[config.mk]
export PLATFORM = sky130hd
export DESIGN_NAME = alu_mux_arbiter
export DESIGN_NICKNAME = d
export VERILOG_FILES = /design/src/rtl/alu_mux_arbiter.sv
export SDC_FILE = /design/constraint.sdc
export NUM_CORES = 1
export LEC_CHECK = 0
export CORE_MARGIN = 1.5
export CORE_UTILIZATION = 49
export DETAILED_ROUTE_END_ITERATION = 6
export GPL_TIMING_DRIVEN = 0
export PLACE_DENSITY_LB_ADDON = 0.12
export SYNTH_ARGS = -nofsm -noshare
export SYNTH_HDL_FRONTEND = slang
export SYNTH_SLANG_ARGS = --single-unit
[constraint.sdc]
create_clock -name CLK -period 5.25 [get_ports CLK]
set_clock_uncertainty 0.15 [all_clocks]
set_input_delay 0.7875 -clock CLK [delete_from_list [all_inputs] [get_ports CLK]]
set_output_delay 0.7875 -clock CLK [all_outputs]
set_load 0.03 [all_outputs]
[src/rtl/alu_mux_arbiter.sv]
// -----------------------------------------------------------------------------
// alu_mux_arbiter
//
// Round-robin arbiter and sequencer for the shared 8:1 result multiplexer in
// the ALU datapath. Each transfer grants one of eight requesters and drives
// the mux select lines. The mux output is captured into a result register and
// handed downstream over a VALID/READY handshake. Throughput is one word per
// cycle.
//
// Optional feature macro: ALU_ARB_LOCK_EN
//   When defined, the LOCK input exists. A grant made with LOCK=1 leaves the
//   winner at top priority for the next arbitration.
//
// Ports:
//   CLK    in  1   sole clock, rising edge
//   RST    in  1   synchronous active-high reset
//   REQ    in  8   per-requester request; bit i means Di on the mux is valid
//   LOCK   in  1   (ALU_ARB_LOCK_EN only) keep priority with the winner
//   MUX_Y  in  W   output of the external 8:1 mux
//   READY  in  1   downstream accepts DOUT this cycle
//   SEL    out 3   mux select
//   ACK    out 8   one-hot, combinational: Di is sampled at this edge
//   DOUT   out W   registered captured data
//   VALID  out 1   DOUT holds an unconsumed word
// -----------------------------------------------------------------------------
module alu_mux_arbiter #(
    parameter int W = 6
) (
    input  logic         CLK,
    input  logic         RST,
    input  logic [7:0]   REQ,
`ifdef ALU_ARB_LOCK_EN
    input  logic         LOCK,
`endif
    input  logic [W-1:0] MUX_Y,
    input  logic         READY,
    output logic [2:0]   SEL,
    output logic [7:0]   ACK,
    output logic [W-1:0] DOUT,
    output logic         VALID
);

    localparam logic [0:0] ST_EMPTY = 1'b0;
    localparam logic [0:0] ST_FULL  = 1'b1;

    logic [0:0]   state_reg;
    logic [2:0]   ptr_reg;
    logic [2:0]   gidx_reg;
    logic [W-1:0] dout_reg;

    logic [7:0]   rot_req;
    logic [2:0]   win_offset;
    logic [2:0]   win_idx;
    logic         can_arb;
    logic         grant;
    logic [2:0]   ptr_next;

    // A new word may be taken when the result register is empty, or when the
    // word it holds is being consumed at this same edge.
    assign can_arb = (state_reg == ST_EMPTY) || READY;
    assign grant   = can_arb && (REQ != 8'd0) && !RST;

    // Rotate the request vector so that position 0 is the requester at PTR.
    // The first set bit of the rotated vector is then the winner's distance
    // from PTR; the 3-bit sum wraps modulo 8 on its own.
    genvar gi;
    generate
        for (gi = 0; gi < 8; gi++) begin : g_rot
            assign rot_req[gi] = REQ[ptr_reg + 3'(gi)];
        end
    endgenerate

    always_comb begin
        win_offset = 3'd0;
        for (int k = 7; k >= 0; k--) begin
            if (rot_req[k]) begin
                win_offset = 3'(k);
            end
        end
    end

    assign win_idx = ptr_reg + win_offset;

`ifdef ALU_ARB_LOCK_EN
    assign ptr_next = LOCK ? win_idx : win_idx + 3'd1;
`else
    assign ptr_next = win_idx + 3'd1;
`endif

    // SEL shows the live winner during a grant. Otherwise it parks on the last
    // granted index, so the mux input does not move under a held word. During
    // reset SEL is forced to 0 because GIDX may not have been cleared yet.
    always_comb begin
        SEL = gidx_reg;
        ACK = 8'd0;
        if (RST) begin
            SEL = 3'd0;
        end else if (grant) begin
            SEL = win_idx;
            ACK = 8'd1 << win_idx;
        end
    end

    always_ff @(posedge CLK) begin
        if (RST) begin
            state_reg <= ST_EMPTY;
            ptr_reg   <= 3'd0;
            gidx_reg  <= 3'd0;
            dout_reg  <= '0;
        end else if (grant) begin
            // Any old word is consumed at this edge (READY=1 or EMPTY).
            state_reg <= ST_FULL;
            dout_reg  <= MUX_Y;
            gidx_reg  <= win_idx;
            ptr_reg   <= ptr_next;
        end else if (can_arb) begin
            // No request: a FULL word, if any, drains and the register empties.
            state_reg <= ST_EMPTY;
        end
    end

    assign DOUT  = dout_reg;
    assign VALID = (state_reg == ST_FULL);

endmodule

# After elaboration in Yosys (flattened, before gate mapping)
# Cells that the tools add are included.
# Widths: inputs -> output; s select.
# classes
addsub,9
magnitude_cmp,8
shifts,1
mux,30
bitwise_logic,1
n_reduce_logical,6
# ops
operator,count
$lt 3x4->1 const B,8
$mux 3,10
$bmux 1 s3,8
$mux 8,2
$add 3x3->3 const B,4
$mux 1,10
$reduce_bool 8->1,1
$shl 1x3->8 const A,1
$add 3x1->3 const B,2
$add 3x2->3 const B,2
$add 3x3->3,1
$logic_and 1x1->1,2
$reduce_bool 2->1,1
$logic_not 1->1,1
$logic_or 1x1->1,1
$not 1->1,1
# word_totals
ff_bits,13
output_inout_bits,18

# Logic depth before layout (Yosys ltp)
# Gate-level depths: netlist of run 1.
# logic_depth
depth_word,15
mapped_depth,19
mapped_depth_nobuf,16

# Worst setup path after synthesis of run 1
# No wires, ideal clock.
# synth_timing
path_type,register to output
from,register ptr_reg[0]
to,output ACK[4]
t_arrival_ns,3.651
required_time_ns,4.313
slack_ns,0.662
stages_incl_launch_ff,15
path_buffers,2
cell_sequence,dfxtp_1 buf_6 inv_1 ha_1 buf_6 mux4_2 and2_4 a211oi_4 a2bb2oi_1 nor2_1 a21oi_1 fa_1 ha_1 nand2_1 nor3_1
# synth_between
elab_chain_len,15
# synth_lines
item,line,source
"start, declared",47,logic [2:0] ptr_reg;
"start signal, assigned",115,ptr_reg <= ptr_next;
$add 3x3->3,69,assign rot_req[gi] = REQ[ptr_reg + 3'(gi)];
$bmux 1 s3,69,
$mux 1 (not written as such),69,
$mux 3 (8 in series),76,if (rot_req[k]) begin
$add 3x3->3 *,82,assign win_idx = ptr_reg + win_offset;
$shl 1x3->8 *,100,ACK = 8'd1 << win_idx;
$mux 8 *,98,end else if (grant) begin
$mux 8 *,96,if (RST) begin
"end, declared",38,"output logic [7:0] ACK,"
# Every way passes the cells marked *; elsewhere a longest branch is shown, timed or not. The select of a mux whose other input is x is not followed.

# Worst setup path in the final report of run 1
# layout_timing
from,input REQ[2]
to,output ACK[3]
# layout_between
elab_chain_len,14
# layout_lines
item,line,source
"start, declared",31,"input logic [7:0] REQ,"
$bmux 1 s3,69,
$mux 1 (not written as such),69,
$mux 3 (8 in series),76,
$add 3x3->3,82,
$shl 1x3->8,100,
$mux 8 *,98,
$mux 8 *,96,
# Marked as above.

==> flow_summary.json, run 1 <==
{
  "grt_pass1_wl_um": 5290,
  "clk_pin_slew_ns": 0.08,
  "rr_worst_depth": 16,
  "highest_layer": "met4",
  "worst-r2r-setup-slack_ns": 1.31,
  "end_kind": "output pin",
  "pwr-share-clk_pct": 6.9,
  "wl_met1_um": 1430,
  "drv_slew": 0,
  "worstMarginPinSlew_ns": 0.774,
  "grt_max_degree": 11,
  "rows": 18,
  "synth_seq_area_share_pct": 19.0,
  "wl_met2_um": 1520,
  "dieWidth_um": 55.8,
  "fin_setup_tns_ns": 0,
  "synthCells": 137,
  "grt_pass1_vias": 1184,
  "ioPinCount": 35,
  "slew_headroom_pct": 48.0,
  "clkSinkCount": 13,
  "crit_arrival_ns": 4.14,
  "placedCellCount": 201,
  "area_delta_synth_final_pct": 27.9,
  "path_delay_family": "buffers and inverters",
  "yosysTopAreaCell": "dfxtp_1",
  "cts.htree.levels": 1,
  "r2r-start": "ptr_reg[0]",
  "initial_core_util_pct": 53.2,
  "pwr-share-comb_pct": 78.4,
  "dr.pass1.iters": 5,
  "netlist_area_um2": 1370,
  "num_vias": 1229,
  "portBuffers": 34,
  "synth_edf_count": 0,
  "synth_top_area_share_pct": 19.0,
  "p_sw_share_pct": 48.0,
  "yosysUniqueCellTypes": 40,
  "drive_gt1_share_pct": 17.7,
  "nFillCells": 198,
  "setup_viol": 0,
  "largest_reg_flops": 6,
  "yosys_warnings": 0,
  "p_int_w": 0.000470,
  "cpPeakStageDelay_ns": 0.58,
  "hp-class": "reg -> reg",
  "clock.fmax_ghz": 0.197,
  "cts_root_buf": "clkbuf_4",
  "worstSetupEndpoint": "ACK[3]",
  "postCtsHoldBufs": 0,
  "synth-seq-cells": 13,
  "dr_wl_met3_um": 146,
  "r2r_end": "ptr_reg[2]",
  "leakagePower_nw": 0.734,
  "grt_usage_pct": 20.7,
  "status": "finished clean",
  "synthTopCellsByArea": "dfxtp_1, mux4_1, mux4_2, ha_1, o21ai_0",
  "cts_setup_buffers": 0,
  "ys.flop_type": "dfxtp_1",
  "fin_ws_ns": 0.170,
  "cts_tree": "done",
  "cp.required_ns": 4.31,
  "cp.depth": 14,
  "gp_congestion": 0.768,
  "ant_nets": 0,
  "path_buf_inv": 4,
  "min_period_ns": 5.08,
  "power_density_nw_per_um2": 516,
  "die_area_um2": 3110,
  "syn_avg_cell_area_um2": 9.97,
  "cp-startpoint": "REQ[2]",
  "drc": 0,
  "synthArstFlopShare_pct": 0,
  "drt_wl_total_um": 3110,
  "route.detailed.wl_per_inst_um": 15.2,
  "die_height_um": 55.8,
  "seqPwrFrac_pct": 14.6,
  "antenna_found_initial": 0,
  "cts_buffers": 3,
  "netSwitchingPower_w": 0.000433,
  "cts_buffer_depth": 2,
  "hpwl_um": 2440,
  "path_cells": "clkdlybuf4s50_1 > mux4_1 > mux2_2 > o21ai_0 > a21oi_1 > o21ai_0 > a21oi_1 > ha_1 > inv_1 > fa_1 > inv_1 > ha_1 > o211a_1 > clkdlybuf4s15_1",
  "vdd_ir_drop_max_mv": 0.390,
  "slowest_stage": "mux4_1",
  "via_per_inst": 6.00,
  "path_class": "in -> out",
  "instances_no_fill": 205,
  "num-nets-final": 202,
  "n_antenna_cell": 0,
  "max-cap-violations": 0,
  "crit_fanout": 8,
  "critPathLaunchType": "input port",
  "drt_iter0_drc": 31,
  "grt.overflow.total": 0,
  "coreArea_um2": 2570,
  "rsz0062_at_grt": "no",
  "place_ws_ns": -0.274,
  "syn_nets": 163,
  "clkLatencyLatePin_ns": 0.28,
  "period_share_pct": 96.8,
  "hold_viol_final": 0
}
cell families (layout without fill, tap and decap cells):
group / after synthesis / after routing / share of synthesized area (%)
AND/OR/NAND/NOR: 46 / 46 / 18.6
AO/OA/AOI/OAI: 31 / 31 / 17.3
multiplexers: 19 / 19 / 28.1
buffers and inverters: 16 / 54 / 6.23
flip-flops: 13 / 13 / 19.0
adder cells (fa/ha/maj): 9 / 9 / 8.79
XOR/XNOR: 3 / 3 / 1.92
cell usage after synthesis (3+ instances only):
| master | instances |
|---|---|
| clkbuf_1 | 3 |
| dfxtp_1 | 13 |
| nor2_1 | 8 |
| mux2i_1 | 5 |
| nand2b_1 | 7 |
| mux4_2 | 5 |
| buf_6 | 3 |
| mux4_1 | 8 |
| nand2_1 | 13 |
| inv_1 | 8 |
| ha_1 | 8 |
| a21oi_1 | 4 |
| o21ai_0 | 11 |
| nor3_1 | 3 |
| nor2b_1 | 3 |
| o21ba_1 | 3 |
layout by cell type, fill, tap and decap left out, types with 5 or more instances in the layout:
master,n
nand2b_1,7
nor2_1,8
mux4_1,8
nand2_1,13
dfxtp_1,12
ha_1,8
mux2i_1,5
o21ai_0,11
inv_1,8
clkdlybuf4s50_1,24
clkbuf_2,7
mux4_2,5
worst min-delay path: cells and delay by family, from the launching register on:
| family | cells | cell delay [ns] |
|---|---|---|
| flops | 1 | 0.31 |
| compound gates | 1 | 0.07 |
| simple gates | 1 | 0.06 |
power by group through the flow:
| stage | registers (W) | logic, W | clock network [W] |
|---|---|---|---|
| after global placement | 0.000133 | 0.000700 | 0 |
| after floorplan | 0.000140 | 0.000540 | 0 |
| after detailed placement | 0.000134 | 0.000726 | 0 |
| final | 0.000132 | 0.000708 | 0.0000626 |
| after global routing | 0.000134 | 0.000774 | 0.0000693 |
| after CTS | 0.000132 | 0.000716 | 0.0000632 |
metrics by stage:
step / hold WS (ns) / utilization (%) / total power [W] / instance area, um2
5_1_grt: 0.366 / 68.1 / 0.000978 / 1750
4_1_cts: 0.338 / 68.9 / 0.000911 / 1770
2_1_floorplan: 0.445 / - / 0.000679 / 1370
3_3_place_gp: 0.312 / 67.9 / 0.000833 / 1740
3_5_place_dp: 0.322 / 67.9 / 0.000860 / 1740
6_report: 0.335 / 68.1 / 0.000903 / 1750
worst min path at each step:
stage                    to     from  cells after the start
CTS                 DOUT[4]  DOUT[4]                      2
global placement    DOUT[1]  DOUT[1]                      2
detailed placement  DOUT[5]  DOUT[5]                      2
floorplan           DOUT[0]  DOUT[0]                      2
finish              DOUT[3]  DOUT[3]                      2
global route        DOUT[2]  DOUT[2]                      2
repair_timing:
item,in CTS,in global routing
setup endpoints to repair,9,9
endpoints found under the hold margin,0,0
resized for setup,12,17
pin swaps,0,0
final cells by class:
| type | instances | area (um2) | area share [%] |
|---|---|---|---|
| clock buffers | 4 | 26.3 | 1.50 |
| plain buffers | 8 | 57.6 | 3.29 |
| repair buffers | 34 | 307 | 17.5 |
| multi-input cells | 108 | 1030 | 58.8 |
| inverters | 8 | 30.0 | 1.72 |
| well taps | 30 | 37.5 | 2.15 |
| flip-flops and latches | 13 | 262 | 15.0 |
per-layer routing:
metal	track usage [%]	vias to the layer above
li1	-	589
met1	26.6	598
met2	35.9	40
met3	4.88	2
met4	3.14	0
met5	0	-
Power figures use the tool's default switching activity.
==> run 2: changes to the inputs <==
--- a/config.mk
+++ b/config.mk
@@ -10,6 +10,7 @@
 export DETAILED_ROUTE_END_ITERATION = 6
 export GPL_TIMING_DRIVEN = 0
 export PLACE_DENSITY_LB_ADDON = 0.12
+export REMOVE_ABC_BUFFERS = 1
 export SYNTH_ARGS = -nofsm -noshare
 export SYNTH_HDL_FRONTEND = slang
 export SYNTH_SLANG_ARGS = --single-unit
==> run 2 against run 1 <==
First-iteration DRC count down 19%. Via count down 7.2%. Wire length down 7.4%. Hold slack better by 0.0021 ns. Cell area down 0.79%. Non-clock buffer count down 7.
==> flow_summary.json, run 2 (same netlist as run 1, synthesis figures left out) <==
{
  "n_antenna_cell": 0,
  "cts_setup_buffers": 0,
  "drive_gt1_share_pct": 16.1,
  "cts_root_buf": "clkbuf_4",
  "dr.pass1.iters": 4,
  "r2r-start": "ptr_reg[1]",
  "crit_arrival_ns": 4.11,
  "vdd_ir_drop_max_mv": 0.374,
  "gp_congestion": 0.771,
  "worstMarginPinSlew_ns": 0.498,
  "critPathLaunchType": "input port",
  "cp-startpoint": "REQ[1]",
  "clkLatencyLatePin_ns": 0.26,
  "power_density_nw_per_um2": 504,
  "regArea_um2": 265,
  "drt_wl_total_um": 2880,
  "cts_tree": "done",
  "area_delta_synth_final_pct": 26.9,
  "rsz0062_at_grt": "no",
  "antenna_found_initial": 0,
  "clkSinkCount": 13,
  "clock.fmax_ghz": 0.198,
  "leakagePower_nw": 0.714,
  "route.detailed.wl_per_inst_um": 14.6,
  "die_area_um2": 3110,
  "path_delay_family": "buffers and inverters",
  "mostFrequentLayoutCell": "clkdlybuf4s50_1",
  "ant_nets": 0,
  "num-nets-final": 195,
  "slew_headroom_pct": 66.6,
  "crit_fanout": 8,
  "multi_input_area_um2": 1040,
  "path_class": "in -> out",
  "grt_max_degree": 18,
  "rows": 18,
  "slowest_stage": "mux4_1",
  "grt_usage_pct": 19.9,
  "grt_pass1_vias": 1136,
  "path_cells": "clkdlybuf4s50_1 > mux4_1 > mux2_2 > o21ai_0 > a21oi_1 > o21ai_0 > a21oi_1 > ha_1 > inv_1 > fa_1 > inv_1 > ha_1 > o211a_1 > clkdlybuf4s15_1",
  "clk_pin_slew_ns": 0.07,
  "end_kind": "output pin",
  "status": "finished clean",
  "hp-class": "reg -> reg",
  "cts.htree.levels": 1,
  "drt_iter0_drc": 25,
  "hpwl_um": 2230,
  "period_share_pct": 96.1,
  "instances_no_fill": 198,
  "die_height_um": 55.8,
  "ioPinCount": 35,
  "final_cell_mix": "clkdlybuf4s50_1, nand2_1, dfxtp_1, o21ai_0",
  "cts_buffer_depth": 2,
  "min-delay-start": "DOUT[5]",
  "hold_viol_final": 0,
  "num_vias": 1140,
  "cp.required_ns": 4.31,
  "largest_reg_flops": 6,
  "min_period_ns": 5.04,
  "cts_buffers": 3,
  "path_buf_inv": 4,
  "nFillCells": 215,
  "grt.overflow.total": 0,
  "drc": 0,
  "placedCellCount": 194,
  "max-cap-violations": 0,
  "portBuffers": 34,
  "setup_viol": 0,
  "coreArea_um2": 2570,
  "initial_core_util_pct": 53.2,
  "dieWidth_um": 55.8,
  "postCtsHoldBufs": 0,
  "cpPeakStageDelay_ns": 0.57,
  "drv_slew": 0,
  "via_per_inst": 5.76,
  "grt_pass1_wl_um": 5150,
  "fin_setup_tns_ns": 0
}
-- run 2: final timing paths --
check	cells after the start	slack [ns]	end
max	14	0.21	ACK[3]
min	2	0.34	DOUT[5]
max reg2reg	14	1.36	ptr_reg[2]
min reg2reg	2	0.34	DOUT[5]
-- run 2: routing by layer --
layer	share of wire, %	global-route usage [%]	vias up
met5	0	0	-
met4	0	2.79	0
met3	5.5	3.95	0
met2	52	34.9	31
met1	43	25.8	538
li1	-	-	571
-- run 2: through the flow --
stage,util (%),total power [W],setup slack (ns),hold slack (ns),area (um2)
2_1_floorplan,-,0.000647,0.396,0.445,1310
3_5_place_dp,66.4,0.000825,-0.277,0.320,1710
5_1_grt,67.5,0.000953,0.00303,0.371,1730
6_report,67.5,0.000874,0.206,0.337,1730
3_3_place_gp,65.8,0.000800,-0.228,0.309,1690
4_1_cts,67.6,0.000874,0.0339,0.335,1740
-- run 2: report_power, final --
part           switching (W)  internal [W]   total, W
Sequential         0.0000304      0.000123   0.000153
Combinational       0.000360      0.000303   0.000663
Clock              0.0000286     0.0000293  0.0000580
Total               0.000419      0.000455   0.000874
-- run 2: worst register-to-register path, cell delays in order (launching register included) --
cell and delay, ns:
dfxtp_2 0.47, inv_1 0.15, ha_2 0.47, mux4_2 0.52
and2_4 0.18, a211oi_4 0.30, a2bb2oi_1 0.11, nor2_1 0.09
a21oi_1 0.07, fa_1 0.60, inv_1 0.08, ha_1 0.20
ha_1 0.27, nand2_1 0.06, o31ai_1 0.05
-- run 2: repair_timing --
item                                    in CTS  in global routing
endpoints found under the hold margin        0                  0
resized for setup                           14                 11
endpoints found under the setup margin      10                  7
-- run 2: layout make-up --
type | count | share of cell area (%)
Timing Repair Buffer | 35 | 19.3
Inverter | 8 | 1.73
Clock buffer | 4 | 1.52
Sequential cell | 13 | 15.3
Tap cell | 30 | 2.16
Multi-Input combinational cell | 108 | 60.0
==> run 3: changes to the inputs <==
==> constraint.sdc (replaced) <==
create_clock -name CLK -period 5.75 [get_ports CLK]
set_clock_uncertainty 0.15 [all_clocks]
set_input_delay 0.8625 -clock CLK [delete_from_list [all_inputs] [get_ports CLK]]
set_output_delay 0.8625 -clock CLK [all_outputs]
set_load 0.03 [all_outputs]
==> run 3 against run 2 <==
Global-route usage fell by 0.27 points. Clock power fell by 7.9%. Sequential power fell by 9%. Die area did not move. Via count fell by 0.79%. Hold slack got worse by 0.0010 ns. Total power fell by 7.2%. Worst setup slack improved by 0.041 ns. First-iteration DRC count rose by 20%. Flip-flop and latch count did not move. Highest routed layer unchanged.
==> flow_summary.json, run 3 (same netlist as run 1, synthesis figures left out) <==
{
  "drt_wl_total_um": 2820,
  "fin_ws_ns": 0.247,
  "slew_headroom_pct": 66.6,
  "rows": 18,
  "cts.htree.levels": 1,
  "drive_gt1_share_pct": 14.3,
  "largest_reg_flops": 6,
  "hp-class": "reg -> reg",
  "mostFrequentLayoutCell": "clkdlybuf4s50_1",
  "dieWidth_um": 55.8,
  "die_height_um": 55.8,
  "die_area_um2": 3110,
  "grt_usage_pct": 19.6,
  "crit_arrival_ns": 4.49,
  "n_antenna_cell": 0,
  "seqPwrFrac_pct": 17.1,
  "vdd_ir_drop_max_mv": 0.336,
  "place_area_um2": 1710,
  "rsz0062_at_grt": "no",
  "place_ws_ns": 0.137,
  "critPathLaunchType": "input port",
  "final_cell_mix": "clkdlybuf4s50_1, nand2_1, dfxtp_1, o21ai_0",
  "path_class": "in -> out",
  "cts_tree": "done",
  "grt_pass1_wl_um": 5090,
  "max-cap-violations": 0,
  "p_int_w": 0.000431,
  "worstMarginPinSlew_ns": 0.498,
  "postCtsHoldBufs": 0,
  "leakagePower_nw": 0.715,
  "hold_viol_final": 0,
  "clkSinkCount": 13,
  "period_share_pct": 95.7,
  "area_delta_synth_final_pct": 28.3,
  "cts_buffers": 3,
  "antenna_found_initial": 0,
  "p_sw_share_pct": 46.9,
  "fin_util_pct": 68.3,
  "gp_congestion": 0.771,
  "status": "finished clean",
  "clkLatencyLatePin_ns": 0.26,
  "num_vias": 1131,
  "coreArea_um2": 2570,
  "power_density_nw_per_um2": 463,
  "cts_root_buf": "clkbuf_4",
  "nFillCells": 214,
  "pwr-share-comb_pct": 76.3,
  "cp.required_ns": 4.74,
  "cts_buffer_depth": 2,
  "fin_setup_tns_ns": 0,
  "initial_core_util_pct": 53.2,
  "route.detailed.wl_per_inst_um": 14.2,
  "drc": 0,
  "end_kind": "output pin",
  "cts_setup_buffers": 0,
  "grt_pass1_vias": 1134,
  "crit_fanout": 7,
  "hpwl_um": 2230,
  "clock.fmax_ghz": 0.182,
  "pwr-share-clk_pct": 6.6,
  "setup_viol": 0,
  "final_cell_area_um2": 1750,
  "ant_nets": 0,
  "netSwitchingPower_w": 0.000380,
  "via_per_inst": 5.71,
  "num-nets-final": 195,
  "drt_iter0_drc": 30,
  "clk_pin_slew_ns": 0.07,
  "ioPinCount": 35,
  "grt.overflow.total": 0,
  "dr.pass1.iters": 4,
  "whs_ns": 0.336,
  "drv_slew": 0,
  "grt_max_degree": 18,
  "min_period_ns": 5.50,
  "portBuffers": 34
}
run 3: cell types whose count changed in the layout (fill, tap and decap cells not counted), sizes merged:
cell           delta
clkdlybuf4s50     +8
dlygate4sd2       -3
clkdlybuf4s15     -3
dlymetal6s2s      +1
clkbuf            -3
run 3: cell type report:
class / instances / area, um2 / area share, %
Clock buffer: 4 / 26.3 / 1.50
Inverter: 8 / 30.0 / 1.71
Multi-Input combinational cell: 108 / 1040 / 59.3
Sequential cell: 13 / 263 / 15.0
Tap cell: 30 / 37.5 / 2.14
Timing Repair Buffer: 35 / 357 / 20.3
run 3: metal layers:
metal  global-route usage (%)  part of all wire (%)  routed length [um]
met5                        0                     0                   0
met4                     2.79                     0                   0
met3                     3.95                   5.4                 153
met2                     34.7                    51                1420
met1                     25.2                    44                1240
run 3: metrics by stage:
step | cells | power (W)
finish | 198 | 0.000811
detailed placement | 194 | 0.000753
global route | 198 | 0.000884
floorplan | 129 | 0.000590
global placement | 193 | 0.000730
CTS | 198 | 0.000808
run 3: power groups by stage:
stage | sequential [W] | clock, W | combinational, W
after global placement | 0.000139 | 0 | 0.000592
after floorplan | 0.000142 | 0 | 0.000449
after detailed placement | 0.000140 | 0 | 0.000613
after CTS | 0.000139 | 0.0000553 | 0.000614
final | 0.000139 | 0.0000534 | 0.000619
after global routing | 0.000143 | 0.0000591 | 0.000681
run 3: critical path: stages:
cell	delay (ns)
clkdlybuf4s50_1	0.49
mux4_2	0.53
and2b_1	0.25
o21ai_0	0.08
a21oi_1	0.12
o21ai_0	0.09
a21oi_1	0.17
ha_1	0.17
inv_1	0.05
fa_1	0.55
ha_1	0.17
nand2_1	0.07
o21ba_2	0.23
clkdlybuf4s50_1	0.66
run 3: what timing repair did:
action,4_1_cts,5_1_grt
gates cloned,0,0
setup endpoints to repair,5,10
resized for setup,1,6
run 3: path summary, 6_finish.rpt:
check	slack, ns	start	end	cells after the start
worst max register to register	1.78	ptr_reg[0]	ptr_reg[2]	14
worst min-delay path	0.34	DOUT[5]	DOUT[5]	2
worst max-delay path	0.25	REQ[5]	ACK[1]	14
worst min register to register	0.34	DOUT[5]	DOUT[5]	2
